$ cat config.mk
export PLATFORM = sky130hd
export DESIGN_NAME = regfile_read_arbiter
export DESIGN_NICKNAME = d
export VERILOG_FILES = /design/src/rtl/regfile_read_arbiter.sv
export SDC_FILE = /design/constraint.sdc
export NUM_CORES = 1
export LEC_CHECK = 0
export BUFFER_PORTS_ARGS = -buffer_cell sky130_fd_sc_hd__buf_2
export CORE_MARGIN = 8
export CORE_UTILIZATION = 45
export DETAILED_ROUTE_END_ITERATION = 8
export GPL_ROUTABILITY_DRIVEN = 0
export PLACE_DENSITY = 0.82
export SYNTH_ARGS = -nofsm -noshare
export SYNTH_HDL_FRONTEND = slang
export SYNTH_SLANG_ARGS = --single-unit
$ cat constraint.sdc
create_clock -name clk -period 3.8 [get_ports clk]
set_input_delay 0.95 -clock clk [delete_from_list [all_inputs] [get_ports clk]]
set_output_delay 0.95 -clock clk [all_outputs]
set_load 0.01 [all_outputs]
$ cat src/rtl/regfile_read_arbiter.sv
// regfile_read_arbiter: shares the register file's single 16-to-1 read mux
// between the CPU operand-fetch path and the Pong display engine.
// A read takes IDLE/CAP -> SEL (drive select) -> CAP (capture).
// Build option: define ARB_ROUND_ROBIN_EN for round-robin arbitration; the
// default build uses fixed priority with the CPU always winning.
module regfile_read_arbiter #(
    parameter int DATA_W = 16,
    parameter int SEL_W  = 5
) (
    input  logic              clk,
    input  logic              rst_n,
    input  logic              cpu_req,
    input  logic [3:0]        cpu_addr,
    output logic              cpu_gnt,
    output logic              cpu_rvalid,
    output logic [DATA_W-1:0] cpu_rdata,
    input  logic              gfx_req,
    input  logic [3:0]        gfx_addr,
    output logic              gfx_gnt,
    output logic              gfx_rvalid,
    output logic [DATA_W-1:0] gfx_rdata,
    output logic [SEL_W-1:0]  reg_select,
    input  logic [DATA_W-1:0] mux_data,
    output logic              busy
);

    localparam logic [1:0] ST_IDLE = 2'd0;
    localparam logic [1:0] ST_SEL  = 2'd1;
    localparam logic [1:0] ST_CAP  = 2'd2;

    localparam logic OWN_CPU = 1'b0;
    localparam logic OWN_GFX = 1'b1;

    // Register index 0..15 maps to one-based select 1..16; select 0 means no register.
    function automatic logic [SEL_W-1:0] idx_to_sel(input logic [3:0] idx);
        return {{(SEL_W-4){1'b0}}, idx} + {{(SEL_W-1){1'b0}}, 1'b1};
    endfunction

    logic [1:0]        state_r;
    logic              owner_r;

    logic [1:0]        state_s;
    logic              owner_s;
    logic [SEL_W-1:0]  sel_s;
    logic              busy_s;
    logic              cpu_gnt_s;
    logic              gfx_gnt_s;
    logic              cpu_rvalid_s;
    logic              gfx_rvalid_s;
    logic [DATA_W-1:0] cpu_rdata_s;
    logic [DATA_W-1:0] gfx_rdata_s;
    logic              arb_s;
    logic              grant_cpu_s;
    logic              grant_gfx_s;

`ifdef ARB_ROUND_ROBIN_EN
    logic              prio_r;
    logic              prio_s;

    // Round-robin winner: on a tie the pointer picks, otherwise the lone requester wins.
    always_comb begin
        if (cpu_req && gfx_req) begin
            grant_cpu_s = (prio_r == OWN_CPU);
        end else begin
            grant_cpu_s = cpu_req;
        end
        grant_gfx_s = gfx_req && !grant_cpu_s;
    end
`else
    // Fixed priority winner: the CPU always wins, the display engine takes leftovers.
    always_comb begin
        grant_cpu_s = cpu_req;
        grant_gfx_s = gfx_req && !grant_cpu_s;
    end
`endif

    // Next-state and next-output logic for the IDLE/SEL/CAP sequencer.
    always_comb begin
        state_s      = state_r;
        owner_s      = owner_r;
        sel_s        = reg_select;
        busy_s       = busy;
        cpu_gnt_s    = 1'b0;
        gfx_gnt_s    = 1'b0;
        cpu_rvalid_s = 1'b0;
        gfx_rvalid_s = 1'b0;
        cpu_rdata_s  = cpu_rdata;
        gfx_rdata_s  = gfx_rdata;
        arb_s        = 1'b0;
`ifdef ARB_ROUND_ROBIN_EN
        prio_s       = prio_r;
`endif
        case (state_r)
            ST_IDLE: begin
                arb_s = 1'b1;
            end
            ST_SEL: begin
                // Settle cycle: select held, requests ignored.
                state_s = ST_CAP;
            end
            ST_CAP: begin
                arb_s = 1'b1;
                if (owner_r == OWN_CPU) begin
                    cpu_rvalid_s = 1'b1;
                    cpu_rdata_s  = mux_data;
                end else begin
                    gfx_rvalid_s = 1'b1;
                    gfx_rdata_s  = mux_data;
                end
            end
            default: begin
                state_s = ST_IDLE;
                sel_s   = {SEL_W{1'b0}};
                busy_s  = 1'b0;
            end
        endcase

        if (arb_s) begin
            if (grant_cpu_s) begin
                state_s   = ST_SEL;
                owner_s   = OWN_CPU;
                sel_s     = idx_to_sel(cpu_addr);
                busy_s    = 1'b1;
                cpu_gnt_s = 1'b1;
`ifdef ARB_ROUND_ROBIN_EN
                prio_s    = OWN_GFX;
`endif
            end else if (grant_gfx_s) begin
                state_s   = ST_SEL;
                owner_s   = OWN_GFX;
                sel_s     = idx_to_sel(gfx_addr);
                busy_s    = 1'b1;
                gfx_gnt_s = 1'b1;
`ifdef ARB_ROUND_ROBIN_EN
                prio_s    = OWN_CPU;
`endif
            end else begin
                state_s = ST_IDLE;
                sel_s   = {SEL_W{1'b0}};
                busy_s  = 1'b0;
            end
        end else begin
            // Grants are only issued on edges that leave IDLE or CAP.
            cpu_gnt_s = 1'b0;
            gfx_gnt_s = 1'b0;
        end
    end

    // State and output registers; reset aborts any read in flight.
    always_ff @(posedge clk or negedge rst_n) begin
        if (!rst_n) begin
            state_r    <= ST_IDLE;
            owner_r    <= OWN_CPU;
            reg_select <= {SEL_W{1'b0}};
            busy       <= 1'b0;
            cpu_gnt    <= 1'b0;
            gfx_gnt    <= 1'b0;
            cpu_rvalid <= 1'b0;
            gfx_rvalid <= 1'b0;
            cpu_rdata  <= {DATA_W{1'b0}};
            gfx_rdata  <= {DATA_W{1'b0}};
`ifdef ARB_ROUND_ROBIN_EN
            prio_r     <= OWN_CPU;
`endif
        end else begin
            state_r    <= state_s;
            owner_r    <= owner_s;
            reg_select <= sel_s;
            busy       <= busy_s;
            cpu_gnt    <= cpu_gnt_s;
            gfx_gnt    <= gfx_gnt_s;
            cpu_rvalid <= cpu_rvalid_s;
            gfx_rvalid <= gfx_rvalid_s;
            cpu_rdata  <= cpu_rdata_s;
            gfx_rdata  <= gfx_rdata_s;
`ifdef ARB_ROUND_ROBIN_EN
            prio_r     <= prio_s;
`endif
        end
    end

endmodule

Yosys cells after proc, flatten, opt, wreduce, memory -nomap -nowiden
Index checks and enable logic that the tools add are counted.

storage, ports and cells
  bits in registers = 45
  output and inout port bits = 42
  input port bits = 28
  word-level logic and storage cells = 49

cells by class
  equal/unequal tests = 4
  reduce and logical (&&, ||, !) cells = 9
  bitwise operators = 1
  muxes and demuxes = 23
  add/sub/neg operators = 2

operators by type and width
  kind                                                                      count
  5-bit two-way mux                                                         4
  1-bit two-way mux                                                         17
  4-bit by 1-bit adder with 5-bit output (second input constant)            2
  2-bit AND reduction                                                       3
  2-bit by 1-bit inequality test with 1-bit output (second input constant)  2
  2-bit case mux with 2 select lines                                        1
  3-bit OR reduction                                                        1
  2-bit by 1-bit equality test with 1-bit output (second input constant)    1
  2-bit equality test (second input constant)                               1
  2-bit logical NOT                                                         1
  2-bit two-way mux                                                         1
  2-bit nonzero test                                                        1
  2-bit OR reduction                                                        1
  1-bit logical AND                                                         1
  1-bit logical NOT                                                         1
  1-bit NOT                                                                 1

Depth between registers and ports, before layout
  depth after elaboration = 5
  depth in mapped cells = 5
  gate-level depth less buffers = 5

Worst setup path after synthesis
OpenSTA, ideal clock, no wires.

  path kind = input to register
  start = input gfx_addr[0]
  end = register reg_select[1]
  path buffers = 0
  path slack = 2,115 ps
  data arrival time = 1,558 ps
  setup time = 127 ps
  stages = 3
  data required time = 3,673 ps
  cells stage by stage = ha_1 a222oi_1 inv_1

on the way
  cells in the longest elaborated chain, start to end = 4

RTL lines
  element                                 line  source
  start, declared                         18    input logic [3:0] gfx_addr,
  4-bit by 1-bit adder with 5-bit output  36    return {{(SEL_W-4){1'b0}}, idx} + {{(SEL_W-1){1'b0}}, 1'b1};
  5-bit two-way mux                       128   end else if (grant_gfx_s) begin
  5-bit two-way mux                       119   if (grant_cpu_s) begin
  5-bit two-way mux                       118   if (arb_s) begin
  end signal, assigned                    154   reg_select <= {SEL_W{1'b0}};
  end signal, assigned                    168   reg_select <= sel_s;
  end, declared                           22    output logic [SEL_W-1:0] reg_select,

Every way passes these cells.
A chain may end at the register's enable or synchronous reset.

Final worst setup path
  start = register gfx_rdata[15]
  end = output gfx_rdata[15]

RTL lines
  element                 line  source
  start, declared         21    output logic [DATA_W-1:0] gfx_rdata,
  start signal, assigned  161   gfx_rdata <= {DATA_W{1'b0}};
  start signal, assigned  175   gfx_rdata <= gfx_rdata_s;

No word-level cell between the ends.

==> reports/qor.yml <==
clock_network:
  cts.clk_slew.worst_paths_ns: 0.08
  clock-sinks: 45
  h-tree-depth: 2
  cts_hold_buffers: 0
  root_buffer: "sky130_fd_sc_hd__clkbuf_8"
  clk_latency_ns: 0.29
  cts-root-to-sink-buffers: 2
  tritoncts_clock_tree: "yes"
  cts.repair.resized: 0
  cts_made_buffers: 5
  cts_post_setup_buffers_inserted: 0
grt:
  first_pass_grt_wire_length_mm: 6.437
  first_global_vias: 1380
  antenna_found_initial: 0
  total_grt_usage_pct: 13.06
  overflow: 0
  grt_start_max_net_pins: 46
logic_synthesis:
  synth_cell_type_count: 25
  yosysSeqAreaShare_pct: 64.42
  yosys_register_bits: 45
  synthesis.nets: 179
  cell_count_after_synthesis: 149
  syn_area_per_cell_um2: 11.73
  syn_area_um2: 1748
  ys_warn_count: 0
sta:
  finalCritPeriodShare_pct: 47.05
  fmaxAchievable_mhz: 559.3
  finalWorstPathRequiredPeriod_ns: 1.788
  timing_worst_slew_pin_value_ns: 0.9612
  slew_headroom_pct: 35.92
  setup_viol_count_final: 0
  timing.final.max_slew_violations: 0
  fin_worst_hold_slack_ns: 0.4738
  setup_total_negative_slack_ns: 0
  rsz0062_at_grt: "false"
  timing.final.hold_violations: 0
  clock-skew-final_ns: 0.005094
die:
  die_footprint_um2: 6135
  placeableCoreArea_um2: 3689
  boundaryPins: 70
  floorplan.initialDensity_pct: 47.39
  die_h_um: 78.33
  floorplan.rows: 22
  die_width_um: 78.33
placed_design:
  dp.final_hpwl_mm: 2.945
  portBuffers: 69
  dp.cells: 262
cells_and_area:
  final_cells: 270
  area_growth_pct: 27.27
  num-nets-final: 251
  insertedDiodeCount: 0
  drive_gt1_share_pct: 43.24
drt:
  drt-vias-per-instance: 4.893
  drt_pre_antenna_iters: 4
  detail_route.iter0.violations: 63
  wl_mm: 3.860
  wl_per_cell_um: 14.30
  drt.antenna.violating_nets: 0
  vias: 1321
  drcViolationCount: 0
critical_path:
  crit_arrival_ns: 0.84
  worst_setup_path_start_kind: "register"
  critical-path-max-stage-delay_ns: 0.40
  cp.buffers_inverters: 1
  cp_data_required_time_ns: 2.85
  path_max_fanout: 2
  crit_chain: "buf_2"
  crit_slowest_cell: "sky130_fd_sc_hd__dfrtp_1"
  crit_family: "flip-flops"
  worstSetupPathType: "register to primary output"
  timing.critical_path.to_type: "primary output"
power:
  static-leakage-power_nw: 1.202
  max-vdd-ir-drop_v: 0.0003267
  report.power.total_mw: 1.578
  power_density_nw_per_um2: 709.1
job:
  max_cap_violations: 0
worst_hold_path:
  timing.hold.worst.class: "register to register"
status:
  run_status: "finished clean"
-- tightest hold or removal path, stage by stage (launching register included) --
cell and delay [ns]:
sky130_fd_sc_hd__dfrtp_1 0.34, sky130_fd_sc_hd__nand2_1 0.05, sky130_fd_sc_hd__nand2_1 0.05
-- through the flow --
stage,area (um^2),utilization (%),worst slack [ns]
floorplan,1748,-,2.115
global placement,2128,57.70,1.876
detailed placement,2128,57.70,1.830
CTS,2225,60.31,1.997
global route,2225,60.31,1.877
finish,2225,60.31,2.012
-- where the power goes --
group	internal (mW)	switching [mW]	leakage [nW]	total (mW)
clock	0.147	0.153	0.0512	0.300
sequential	0.664	0.0932	0.553	0.757
combinational	0.243	0.277	0.598	0.520
total	1.05	0.523	1.20	1.58
-- cells by family (layout without fill, tap and decap cells) --
kind of cell               Yosys count  in the layout  share of synthesized area, %
and+or+nand+nor                     66             66                         16.46
muxes                               16             16                         10.31
xor gates and xnor gates             4              4                         2.005
adders and majority gates            2              2                         1.431
buffers and inverters                9             82                         2.505
DFF                                 45             45                         64.42
AOI/OAI and AO/OA                    7              7                         2.864
-- cell type report --
type	count	area, um^2
repair buffers	69	345.3
clock inverters	2	13.76
inverters	5	18.77
flip-flops and latches	45	1126
clock buffers	6	82.58
fillers	320	1464
multi-input cells	95	578.1
well taps	48	60.06
-- cells in the mapped netlist (all sizes together) --
cell type   n  area [um^2]
nor2b       1        6.260
nor2        3        11.26
nand3b      1        11.26
a31oi       1        6.260
nand3       3        15.01
ha          2        25.02
buf         3        21.27
nand2b      1        6.260
xnor2       2        17.52
mux2       16        180.2
dfrtp      45         1126
nand4       2        12.51
o221ai      1        8.760
o21ai       2        10.01
nand2      53        198.9
nor3b       2        26.28
xor2        2        17.52
clkbuf      1        3.750
a222oi      1        10.01
a22oi       1        7.510
a21o        1        7.510
inv         5        18.76
-- sequential cells by signal (all words and copies together), names as in the netlist --
name and cells:
cpu_rvalid 1, owner_r 1, state_r 2, gfx_rdata 16
busy 1, reg_select 5, cpu_rdata 16, cpu_gnt 1
gfx_gnt 1, gfx_rvalid 1
-- routing by layer --
metal / global-route usage (%) / share of wire (%) / up-vias
li1: - / - / 637
met4: 4.444 / 0.47 / 0
met1: 15.01 / 43 / 626
met5: 0 / 0 / -
met3: 7.175 / 11 / 4
met2: 20.22 / 45 / 54
-- cell usage in the layout, fill, tap and decap left out --
cell / n
sky130_fd_sc_hd__buf_2: 69
sky130_fd_sc_hd__o21ai_0: 2
sky130_fd_sc_hd__inv_2: 1
sky130_fd_sc_hd__inv_1: 4
sky130_fd_sc_hd__clkbuf_8: 6
sky130_fd_sc_hd__clkinv_4: 1
sky130_fd_sc_hd__xnor2_1: 2
sky130_fd_sc_hd__nand2_1: 53
sky130_fd_sc_hd__o221ai_1: 1
sky130_fd_sc_hd__nand2b_1: 1
sky130_fd_sc_hd__nand3_1: 3
sky130_fd_sc_hd__nor3b_1: 1
sky130_fd_sc_hd__nand3b_2: 1
sky130_fd_sc_hd__ha_1: 2
sky130_fd_sc_hd__dfrtp_1: 45
sky130_fd_sc_hd__a22oi_1: 1
sky130_fd_sc_hd__nand4_1: 2
sky130_fd_sc_hd__nor2_1: 3
sky130_fd_sc_hd__a31oi_1: 1
sky130_fd_sc_hd__nor3b_4: 1
sky130_fd_sc_hd__xor2_1: 2
sky130_fd_sc_hd__clkinv_2: 1
sky130_fd_sc_hd__mux2_2: 16
sky130_fd_sc_hd__a222oi_1: 1
sky130_fd_sc_hd__nor2b_1: 1
sky130_fd_sc_hd__a21o_1: 1
-- path summary, 6_finish.rpt --
kind / from / slack (ns) / end / cells past startpoint
setup / recovery: gfx_rdata[15] / 2.01 / gfx_rdata[15] / 1
hold / removal: gfx_rdata[10] / 0.47 / gfx_rdata[10] / 2
setup reg to reg: state_r[0] / 2.06 / cpu_rdata[7] / 2
hold reg to reg: gfx_rdata[10] / 0.47 / gfx_rdata[10] / 2
max in group asynchronous: rst_n / 2.39 / cpu_rdata[11] / 1
min in group asynchronous: rst_n / 0.79 / cpu_rvalid / 1
(Power assumes the default switching activity.)
